$ cat src/rtl/alu_arbiter.sv
// alu_arbiter
//   Shares one combinational ALU between two requesters. A request is
//   accepted in IDLE, its operands are held on the alu_* outputs, the ALU
//   result is registered at the end of EXEC, and RESP presents it to the
//   owning requester until that requester takes it.
//
// Configuration macro:
//   ALU_ARB_RR_EN  defined   -> round-robin between requesters when both
//                               are valid (the one not served last wins)
//                  undefined -> fixed priority, requester 0 always wins
//
// Ports:
//   clk, reset          clock, asynchronous active-high reset
//   req_valid/req_ready per-requester request handshake (bit i = requester i)
//   reqN_A/B/ALUFun/Sign operands and function code from requester N
//   alu_A/B/ALUFun/Sign operands driven to the shared ALU (held registers)
//   alu_Z               combinational result returned by the shared ALU
//   rsp_valid/rsp_ready per-requester response handshake
//   rsp_Z               registered ALU result
//   busy                high whenever an operation is in flight
//   grant_id            requester owning the current/last operation
module alu_arbiter #(
  parameter int DW = 32,
  parameter int FW = 6
) (
  input  logic          clk,
  input  logic          reset,
  input  logic [1:0]    req_valid,
  output logic [1:0]    req_ready,
  input  logic [DW-1:0] req0_A,
  input  logic [DW-1:0] req1_A,
  input  logic [DW-1:0] req0_B,
  input  logic [DW-1:0] req1_B,
  input  logic [FW-1:0] req0_ALUFun,
  input  logic [FW-1:0] req1_ALUFun,
  input  logic          req0_Sign,
  input  logic          req1_Sign,
  output logic [DW-1:0] alu_A,
  output logic [DW-1:0] alu_B,
  output logic [FW-1:0] alu_ALUFun,
  output logic          alu_Sign,
  input  logic [DW-1:0] alu_Z,
  output logic [1:0]    rsp_valid,
  input  logic [1:0]    rsp_ready,
  output logic [DW-1:0] rsp_Z,
  output logic          busy,
  output logic          grant_id
);

  typedef enum logic [1:0] {
    IDLE = 2'd0,
    EXEC = 2'd1,
    RESP = 2'd2
  } state_t;

  state_t          state_q;
  state_t          state_d;
  logic            sel;
  logic            accept;

  logic [DW-1:0]   a_p0;
  logic [DW-1:0]   b_p0;
  logic [FW-1:0]   fun_p0;
  logic            sign_p0;
  logic            grant_p0;
  logic [DW-1:0]   z_p1;

`ifdef ALU_ARB_RR_EN
  logic            last_p0;

  // Both valid: the requester not served last wins; a lone request always wins.
  always_comb begin
    if (req_valid == 2'b11) begin
      sel = ~last_p0;
    end else begin
      sel = req_valid[1] & ~req_valid[0];
    end
  end
`else
  // Requester 0 wins whenever it is valid.
  always_comb begin
    sel = ~req_valid[0];
  end
`endif

  // Next-state and handshake outputs.
  always_comb begin
    state_d   = state_q;
    req_ready = 2'b00;
    rsp_valid = 2'b00;
    accept    = 1'b0;
    case (state_q)
      IDLE: begin
        if (req_valid != 2'b00) begin
          req_ready = sel ? 2'b10 : 2'b01;
          accept    = 1'b1;
          state_d   = EXEC;
        end
      end
      EXEC: begin
        state_d = RESP;
      end
      RESP: begin
        rsp_valid = grant_p0 ? 2'b10 : 2'b01;
        // Only the owning requester's rsp_ready can release the result.
        if (rsp_ready[grant_p0]) begin
          state_d = IDLE;
        end
      end
      default: begin
        state_d = IDLE;
      end
    endcase
  end

  always_ff @(posedge clk or posedge reset) begin
    if (reset) begin
      state_q  <= IDLE;
      a_p0     <= '0;
      b_p0     <= '0;
      fun_p0   <= '0;
      sign_p0  <= 1'b0;
      grant_p0 <= 1'b0;
      z_p1     <= '0;
`ifdef ALU_ARB_RR_EN
      last_p0  <= 1'b1;
`endif
    end else begin
      state_q <= state_d;
      // Stage p0: operands of the accepted request, held until the next accept.
      if (accept) begin
        a_p0     <= sel ? req1_A      : req0_A;
        b_p0     <= sel ? req1_B      : req0_B;
        fun_p0   <= sel ? req1_ALUFun : req0_ALUFun;
        sign_p0  <= sel ? req1_Sign   : req0_Sign;
        grant_p0 <= sel;
`ifdef ALU_ARB_RR_EN
        last_p0  <= sel;
`endif
      end
      // Stage p1: ALU result captured at the end of EXEC, held through RESP.
      if (state_q == EXEC) begin
        z_p1 <= alu_Z;
      end
    end
  end

  assign alu_A      = a_p0;
  assign alu_B      = b_p0;
  assign alu_ALUFun = fun_p0;
  assign alu_Sign   = sign_p0;
  assign rsp_Z      = z_p1;
  assign busy       = (state_q != IDLE);
  assign grant_id   = grant_p0;

endmodule
$ cat config.mk
export PLATFORM = sky130hd
export DESIGN_NAME = alu_arbiter
export DESIGN_NICKNAME = d
export VERILOG_FILES = /design/src/rtl/alu_arbiter.sv
export SDC_FILE = /design/constraint.sdc
export NUM_CORES = 1
export LEC_CHECK = 0
export ABC_AREA = 1
export BUFFER_PORTS_ARGS = -buffer_cell sky130_fd_sc_hd__buf_2
export CAP_MARGIN = 20
export CORE_MARGIN = 2
export CORE_UTILIZATION = 30
export CTS_CLUSTER_SIZE = 8
export DETAILED_ROUTE_END_ITERATION = 10
export PLACE_DENSITY = 0.65
export SETUP_SLACK_MARGIN = 0.4
export SYNTH_ARGS = -nofsm -noshare
export SYNTH_HDL_FRONTEND = slang
export SYNTH_SLANG_ARGS = --single-unit
$ cat constraint.sdc
create_clock -name clk -period 6.6 [get_ports clk]
set_input_delay 1.32 -clock clk [delete_from_list [all_inputs] [get_ports clk]]
set_output_delay 1.32 -clock clk [all_outputs]
set_load 0.05 [all_outputs]
==> run_results.csv, run 1 <==
group,metric,value,unit
finish,fin_area,6860,um2
place,dpl.hpwl,10700,um
floorplan,start_util,30.5,%
pwr,p_total,0.00389,W
routing,drtAntennaViolNets,0,
synthesis,synth_area,5030,um2
finish,final_cell_mix,"497 x nand2_1, 288 x buf_2, 106 x dfrtp_1",
clocking,post_cts_resized,0,
clocking,insertion_delay,350,ps
routing,vias,5066,
synthesis,synth_area_leader_cell,"dfrtp_1",
finish,layout-drive-gt1-share,32.8,%
worst_setup_path,end_kind,"primary output",
clocking,htree_levels,3,
place,post-place-ws,2890,ps
worst_setup_path,r2r_slack,4470,ps
finish,antenna_cells,0,
clocking,cts.path.max_buffers,2,
clocking,cts-buffers-inserted,9,
routing,postRouteWirelength,14700,um
place,io_buffers,288,
worst_setup_path,crit_arrival,2390,ps
pwr,p_leak,4.28,nW
min_path,min_to,"rsp_Z[22]$_DFFE_PP0N_",
sta,setup_viol,0,
routing,wire_per_inst,12.4,um
clocking,clk_pin_slew,70,ps
global_route,overflow,0,
sta,min_period_over_period,56.2,%
sta,fin_ws,2890,ps
sta,slew-limit-headroom,49.1,%
synthesis,synthTopCellsByArea,"dfrtp_1 53%, nand2_1 37%, nand3_1 3.4%, buf_6 1.8%, buf_4 1.5%",
clocking,cts_tree,"done",
sta,maxSlewViolCount,0,
floorplan,die_h,133,um
worst_setup_path,crit_fanout,35,
worst_setup_path,r2r-start,"state_q[0]$_DFFE_PP0P_",
synthesis,synth_top_area_share,52.8,%
floorplan,rows,47,
finish,multi_input_area,2080,um2
clocking,hold_buffers,0,
worst_setup_path,required,5280,ps
min_path,min_path_type,"reg2reg",
finish,area_delta_synth_final,36.4,%
routing,viasPerCell,4.28,
finish,fill_cells,1777,
place,place.gp.congestion,0.758,
routing,post-route-drc-count,0,
worst_setup_path,crit_path_start_kind,"primary input",
synthesis,yosys_warnings,0,
floorplan,die_area,17800,um2
sta,fmax,0.269,GHz
floorplan,die_x,133,um
global_route,grt_pass1_wl,23500,um
routing,detail_route.iter0.violations,178,
global_route,grt_pass1_vias,4759,
routing,dr.pass1.iters,4,
flow_run,cap_violations,0,
synthesis,yosysUniqueCellTypes,13,
sta,final_hold_viol_count,0,
sta,fin_skew,7.16,ps
synthesis,avgSynthCellArea,7.24,um2
synthesis,synth_nets,874,
synthesis,synth-seq-cells,106,
global_route,track_usage,16.6,%
status,outcome,"finished, final reports clean",
clocking,post_cts_buffers,0,
min_path,hold_path.startpoint,"rsp_Z[22]$_DFFE_PP0N_",
min_path,worstHoldPathCells,2,
global_route,antenna_found_initial,0,
sta,grt_setup_unrepaired,"no",
pwr,powerDensity,567,nW/um2
floorplan,core_area,16500,um2
sta,fin_setup_tns,0,ps
place,place_area,6540,um2
global_route,grt_max_degree,73,
clocking,cts_root_buf,"clkbuf_16",
worst_setup_path,path_class,"in2out",
sta,whs,467,ps
clocking,cts_sinks,106,
finish,final_common_cell,"nand2_1",
finish,final_nets,1141,
sta,min_period,3710,ps
floorplan,ioPinCount,289,
finish,register_area,2650,um2
worst_setup_path,r2r-end,"alu_A[30]$_DFFE_PP0P_",
synthesis,syn_inst,694,
sta,worst_pin_slew,763,ps
pwr,ir_drop,0.248,mV
worst_setup_path,reg2reg_depth,5,
synthesis,seq_area_frac_synth,52.8,%
[through the flow]
step                instances  util, %
floorplan                 694        -
global placement         1169     39.7
detailed placement       1169     39.7
CTS                      1184     41.5
global route             1185     41.6
finish                   1185     41.6
[cell type report]
type,count,area share (%)
clock buffers,11,3.54
clock inverters,4,0.748
inverters,8,0.474
multi-input cells,540,30.4
flip-flops and latches,106,38.7
well taps,220,4.01
repair buffers,296,22.2
[per-layer routing]
layer / routed length (um) / global-route usage (%) / vias up
li1: - / - / 2620
met1: 6710 / 21.9 / 2216
met2: 6730 / 27.7 / 216
met3: 1030 / 3.08 / 14
met4: 209 / 5.56 / 0
met5: 0 / 0 / -
[kinds of logic (layout without fill, tap and decap cells)]
family	after synthesis	after routing	share of synthesized area, %
DFF	106	106	52.8
and+or+nand+nor	540	540	41.4
buffers and inverters	48	319	5.80
[flip-flops by register name, indices dropped and copies added, names as in the netlist]
signal	cells
alu_A	32
alu_B	32
rsp_Z	32
alu_ALUFun	6
state_q	2
alu_Sign	1
grant_id	1
[how the worst max path moves through the flow]
| stage | startpoint | to | slack [ps] | cells past startpoint |
|---|---|---|---|---|
| 2_1_floorplan | reset | alu_ALUFun[0]$_DFFE_PP0P_ | 2490 | 1 |
| 3_3_place_gp | req_valid[0] | req_ready[0] | 2910 | 5 |
| 3_5_place_dp | req_valid[0] | req_ready[0] | 2890 | 5 |
| 4_1_cts | req_valid[0] | req_ready[0] | 2890 | 5 |
| 5_1_grt | req_valid[0] | req_ready[0] | 2800 | 5 |
| 6_report | req_valid[0] | req_ready[0] | 2890 | 5 |
[where the power goes]
group | switching [W] | internal [W] | leakage, nW | total [W]
logic | 0.00175 | 0.000474 | 2.82 | 0.00222
clock network | 0.000236 | 0.000304 | 0.142 | 0.000540
registers | 0.000172 | 0.000961 | 1.32 | 0.00113
[critical path: stages]
cell and delay (ps):
buf_2 310, inv_2 80, buf_4 250, nor2_1 140
buf_2 270
[synth_stat cells, drive strengths merged]
cell	number
inv	8
clkbuf	9
nor2	7
buf	31
dfrtp	106
nand3	34
nand2	499
Note: power is estimated with default switching activity, not from simulation.
==> run 2: changes to the inputs <==
--- a/config.mk
+++ b/config.mk
@@ -5,14 +5,14 @@
 export SDC_FILE = /design/constraint.sdc
 export NUM_CORES = 1
 export LEC_CHECK = 0
-export ABC_AREA = 1
+export ABC_AREA = 0
 export BUFFER_PORTS_ARGS = -buffer_cell sky130_fd_sc_hd__buf_2
 export CAP_MARGIN = 20
 export CORE_MARGIN = 2
 export CORE_UTILIZATION = 30
 export CTS_CLUSTER_SIZE = 8
 export DETAILED_ROUTE_END_ITERATION = 10
-export PLACE_DENSITY = 0.65
+export PLACE_DENSITY = 0.64
 export SETUP_SLACK_MARGIN = 0.4
 export SYNTH_ARGS = -nofsm -noshare
 export SYNTH_HDL_FRONTEND = slang
==> constraint.sdc (replaced) <==
create_clock -name clk -period 3.87 [get_ports clk]
set_input_delay 0.774 -clock clk [delete_from_list [all_inputs] [get_ports clk]]
set_output_delay 0.774 -clock clk [all_outputs]
set_load 0.05 [all_outputs]
==> run_results.csv, run 2 <==
group,metric,value,unit
status,outcome,"finished, final reports clean",
finish,utilization,40.8,%
finish,finalNonFillerCells,832,
place,post-place-ws,1370,ps
floorplan,die_area,19300,um2
clocking,cts-buffers-inserted,9,
sta,min_period,2220,ps
sta,worst_pin_slew,623,ps
sta,fmax,0.449,GHz
sta,setup_viol,0,
pwr,switching_share,49.8,%
synthesis,synth_area,5470,um2
finish,area_delta_synth_final,33.6,%
clocking,cts.path.max_buffers,2,
pwr,power_frac_seq,27.5,%
synthesis,synth_top_area_share,48.5,%
pwr,p_leak,3.83,nW
global_route,overflow,0,
routing,post-route-drc-count,0,
sta,grt_setup_unrepaired,"no",
pwr,p_clk_share,12.3,%
synthesis,synth_ff_type,"dfrtp_1",
worst_setup_path,crit_path_start_kind,"primary input",
global_route,grt_max_degree,107,
finish,layout-drive-gt1-share,80.6,%
finish,final_cell_mix,"287 x buf_2, 137 x mux2_4, 106 x dfrtp_1",
worst_setup_path,crit_fanout,11,
synthesis,yosys_warnings,0,
synthesis,seq_area_frac_synth,48.5,%
floorplan,die_h,139,um
synthesis,synth_nets,495,
finish,antenna_cells,0,
clocking,cts_tree,"done",
worst_setup_path,end_kind,"primary output",
pwr,p_total,0.00725,W
synthesis,async_reset_ff_share,100,%
clocking,htree_levels,3,
place,dpl.hpwl,9270,um
sta,final_hold_viol_count,0,
synthesis,syn_inst,315,
sta,fin_ws,1650,ps
synthesis,synth_edf_count,0,
synthesis,avgSynthCellArea,17.4,um2
synthesis,synth_area_leader_cell,"dfrtp_1",
synthesis,synthTopCellsByArea,"dfrtp_1 49%, mux2_4 38%, mux2_2 7.8%, buf_12 2.6%, buf_6 1.9%",
sta,maxSlewViolCount,0,
floorplan,die_x,139,um
global_route,antenna_found_initial,0,
clocking,cts_sinks,106,
global_route,grt_pass1_wl,20100,um
clocking,post_cts_buffers,0,
clocking,cts_root_buf,"clkbuf_16",
synthesis,yosysUniqueCellTypes,15,
sta,min_period_over_period,57.5,%
place,io_buffers,288,
routing,drtAntennaViolNets,0,
floorplan,core_area,17900,um2
routing,wire_per_inst,14.7,um
worst_setup_path,crit_arrival,1450,ps
routing,postRouteWirelength,12200,um
routing,detail_route.iter0.violations,103,
sta,fin_setup_tns,0,ps
floorplan,ioPinCount,289,
worst_setup_path,required,3100,ps
clocking,insertion_delay,350,ps
sta,fin_skew,10.3,ps
flow_run,cap_violations,0,
routing,viasPerCell,4.29,
pwr,ir_drop,0.647,mV
clocking,clk_pin_slew,70,ps
place,place.gp.congestion,0.759,
synthesis,synth_common_cells,"137 x mux2_4, 106 x dfrtp_1, 38 x mux2_2, 9 x buf_6, 7 x buf_12",
pwr,p_switching,0.00361,W
global_route,grt_pass1_vias,3957,
clocking,hold_buffers,0,
pwr,powerDensity,993,nW/um2
routing,vias,3570,
worst_setup_path,path_class,"in2out",
pwr,p_comb_share,60.2,%
pwr,p_int,0.00364,W
clocking,post_cts_resized,0,
min_path,min_path_type,"reg2reg",
floorplan,rows,49,
routing,dr.pass1.iters,4,
finish,final_nets,778,
floorplan,start_util,30.5,%
global_route,track_usage,12.8,%
synthesis,synth-seq-cells,106,
sta,slew-limit-headroom,58.5,%
place,dp.cells,816,
finish,final_common_cell,"buf_2",
synthesis,yosysMostFrequentCell,"mux2_4",
## run 2: layer usage
| layer | global-route usage (%) | routed length (um) | vias to the layer above |
|---|---|---|---|
| li1 | - | - | 1680 |
| met1 | 14.9 | 4960 | 1693 |
| met2 | 22.2 | 6160 | 179 |
| met3 | 3.45 | 844 | 18 |
| met4 | 5.42 | 250 | 0 |
| met5 | 0 | 0 | - |
## run 2: critical path: stages
cell    delay (ps)
buf_4          220
and2_1         180
buf_2          270
## run 2: cell families after synthesis
| family | Yosys count | synth area share [%] |
|---|---|---|
| compound gates | 3 | 0.320 |
| flops | 106 | 48.5 |
| buf+inv | 23 | 4.99 |
| simple gates | 8 | 0.732 |
| mux | 175 | 45.4 |
## run 2: area by class of cell
type	count	area, um2
Clock buffer	10	239
Clock inverter	6	48.8
Fill cell	1698	10600
Inverter	3	15.0
Multi-Input combinational cell	186	2550
Sequential cell	106	2650
Tap cell	229	287
Timing Repair Buffer	292	1510
## run 2: path summary, 6_finish.rpt
check	start	endpoint	slack, ps	cells after the start
setup / recovery	req_valid[0]	req_ready[0]	1650	3
hold / removal	rsp_Z[25]$_DFFE_PP0N_	rsp_Z[25]$_DFFE_PP0N_	500	1
setup reg to reg	state_q[0]$_DFFE_PP0P_	alu_ALUFun[3]$_DFFE_PP0P_	1800	4
hold reg to reg	rsp_Z[25]$_DFFE_PP0N_	rsp_Z[25]$_DFFE_PP0N_	500	1
max in group asynchronous	reset	alu_A[6]$_DFFE_PP0P_	2820	3
min in group asynchronous	reset	rsp_Z[8]$_DFFE_PP0N_	560	3
## run 2: power by group through the flow
stage          Sequential [W]  Clock [W]  Combinational, W
2_1_floorplan         0.00396          0           0.00163
3_3_place_gp          0.00200          0           0.00435
3_5_place_dp          0.00201          0           0.00442
4_1_cts               0.00200   0.000930           0.00442
5_1_grt               0.00207   0.000977           0.00455
6_report              0.00200   0.000889           0.00436
## run 2: per-stage QoR
stage	cell area [um2]	hold WS (ps)
after detailed placement	7020	487
after CTS	7300	502
after floorplan	5470	571
final	7300	502
after global routing	7300	518
after global placement	7020	481
==> run 3: changes to the inputs <==
--- a/config.mk
+++ b/config.mk
@@ -12,7 +12,7 @@
 export CORE_UTILIZATION = 30
 export CTS_CLUSTER_SIZE = 8
 export DETAILED_ROUTE_END_ITERATION = 10
-export PLACE_DENSITY = 0.64
+export PLACE_DENSITY = 0.66
 export SETUP_SLACK_MARGIN = 0.4
 export SYNTH_ARGS = -nofsm -noshare
 export SYNTH_HDL_FRONTEND = slang
==> constraint.sdc (replaced) <==
create_clock -name clk -period 1.8 [get_ports clk]
set_input_delay 0.36 -clock clk [delete_from_list [all_inputs] [get_ports clk]]
set_output_delay 0.36 -clock clk [all_outputs]
set_load 0.05 [all_outputs]
==> run_results.csv, run 3 (same netlist as run 2, synthesis figures left out) <==
group,metric,value,unit
floorplan,die_h,139,um
global_route,busiest_layer,"met2",
sta,worst_pin_slew,315,ps
finish,multi_input_area,2580,um2
finish,antenna_cells,0,
clocking,clk_pin_slew,70,ps
global_route,met3_usage,2.69,%
sta,grt_setup_unrepaired,"yes",
routing,post-route-drc-count,0,
global_route,grt_pass1_wl,18900,um
sta,fmax,0.608,GHz
clocking,htree_levels,3,
global_route,grtUsageMet2,20.5,%
sta,fin_skew,8.18,ps
min_path,min_path_type,"in2async",
finish,area_delta_synth_final,38.9,%
finish,register_area,2660,um2
finish,utilization,42.4,%
global_route,antenna_found_initial,0,
worst_setup_path,crit_arrival,1280,ps
floorplan,ioPinCount,289,
sta,fin_setup_tns,0,ps
place,dpl.hpwl,9120,um
flow_run,cap_violations,0,
routing,drtAntennaViolNets,0,
place,post-place-ws,169,ps
global_route,met1_usage,15.9,%
finish,fill_cells,1636,
sta,slew-limit-headroom,79.0,%
place,place_area,7140,um2
worst_setup_path,required,1440,ps
sta,min_period,1640,ps
finish,final_cell_mix,"279 x buf_2, 137 x mux2_4, 104 x dfrtp_1",
sta,setup_viol,0,
pwr,ir_drop,1.14,mV
worst_setup_path,r2r-start,"state_q[0]$_DFFE_PP0P_",
worst_setup_path,reg2reg_depth,5,
sta,maxSlewViolCount,0,
global_route,grt_pass1_vias,3575,
clocking,cts_sinks,106,
floorplan,core_area,17900,um2
worst_setup_path,end_kind,"primary output",
global_route,track_usage,12.3,%
routing,detail_route.iter0.violations,80,
global_route,grt_max_degree,59,
floorplan,die_area,19300,um2
clocking,insertion_delay,340,ps
clocking,cts-buffers-inserted,9,
sta,fin_ws,156,ps
pwr,p_leak,3.96,nW
sta,min_period_over_period,91.3,%
routing,viasPerCell,4.14,
finish,layout-drive-gt1-share,82.3,%
clocking,cts.path.max_buffers,2,
floorplan,rows,49,
worst_setup_path,r2r_slack,180,ps
routing,postRouteWirelength,12100,um
status,outcome,"finished, final reports clean",
pwr,p_total,0.0162,W
floorplan,start_util,30.5,%
finish,final_nets,790,
routing,vias,3495,
worst_setup_path,crit_fanout,4,
worst_setup_path,crit_start,"state_q[0]$_DFFE_PP0P_",
routing,wire_per_inst,14.4,um
worst_setup_path,path_class,"reg2out",
place,place.gp.congestion,0.741,
finish,fin_area,7600,um2
worst_setup_path,crit_path_start_kind,"register",
pwr,powerDensity,2130,nW/um2
floorplan,die_x,139,um
clocking,cts_root_buf,"clkbuf_16",
finish,final_common_cell,"buf_2",
sta,final_hold_viol_count,0,
place,io_buffers,288,
clocking,hold_buffers,0,
routing,dr.pass1.iters,6,
worst_setup_path,r2r-end,"alu_B[2]$_DFFE_PP0P_",
clocking,cts_tree,"done",
global_route,overflow,0,
[run 3: final cells by class]
class / instances / share of cell area [%]
flip-flops and latches: 106 / 34.9
multi-input cells: 186 / 34.0
repair buffers: 304 / 22.8
well taps: 229 / 3.77
clock buffers: 11 / 3.33
clock inverters: 5 / 0.906
inverters: 3 / 0.198
[run 3: through the flow]
stage               hold slack [ps]  std cells
floorplan                       510        315
global placement                482        824
detailed placement              483        824
CTS                             111        842
global route                    117        844
finish                          100        844
[run 3: report_power, final]
part           switching (W)  internal [W]  total [W]
sequential          0.000665       0.00363    0.00429
clock               0.000919       0.00118    0.00210
combinational        0.00625       0.00354    0.00978
[run 3: how the worst max path moves through the flow]
| stage | end |
|---|---|
| final | req_ready[1] |
| after CTS | req_ready[1] |
| after global placement | alu_A[29]$_DFFE_PP0P_ |
| after global routing | rsp_valid[1] |
| after floorplan | alu_ALUFun[0]$_DFFE_PP0P_ |
| after detailed placement | alu_A[4]$_DFFE_PP0P_ |
[run 3: routing by layer]
| layer | part of all wire, % | up-vias |
|---|---|---|
| met5 | 0 | - |
| met4 | 1.4 | 0 |
| met3 | 6.2 | 10 |
| met2 | 50 | 157 |
| met1 | 43 | 1620 |
| li1 | - | 1708 |
[run 3: critical path: stages (launching register included)]
cell,delay (ps)
dfrtp_1,420
nor2_4,170
nand2_2,90
nor2_4,110
buf_8,150
[run 3: timing repair]
| action | CTS | global route |
|---|---|---|
| resized for setup | 17 | 5 |
| setup buffers | 2 | 0 |
| gates cloned | 0 | 2 |
| pin swaps | 2 | 1 |
| setup endpoints to repair | 77 | 79 |
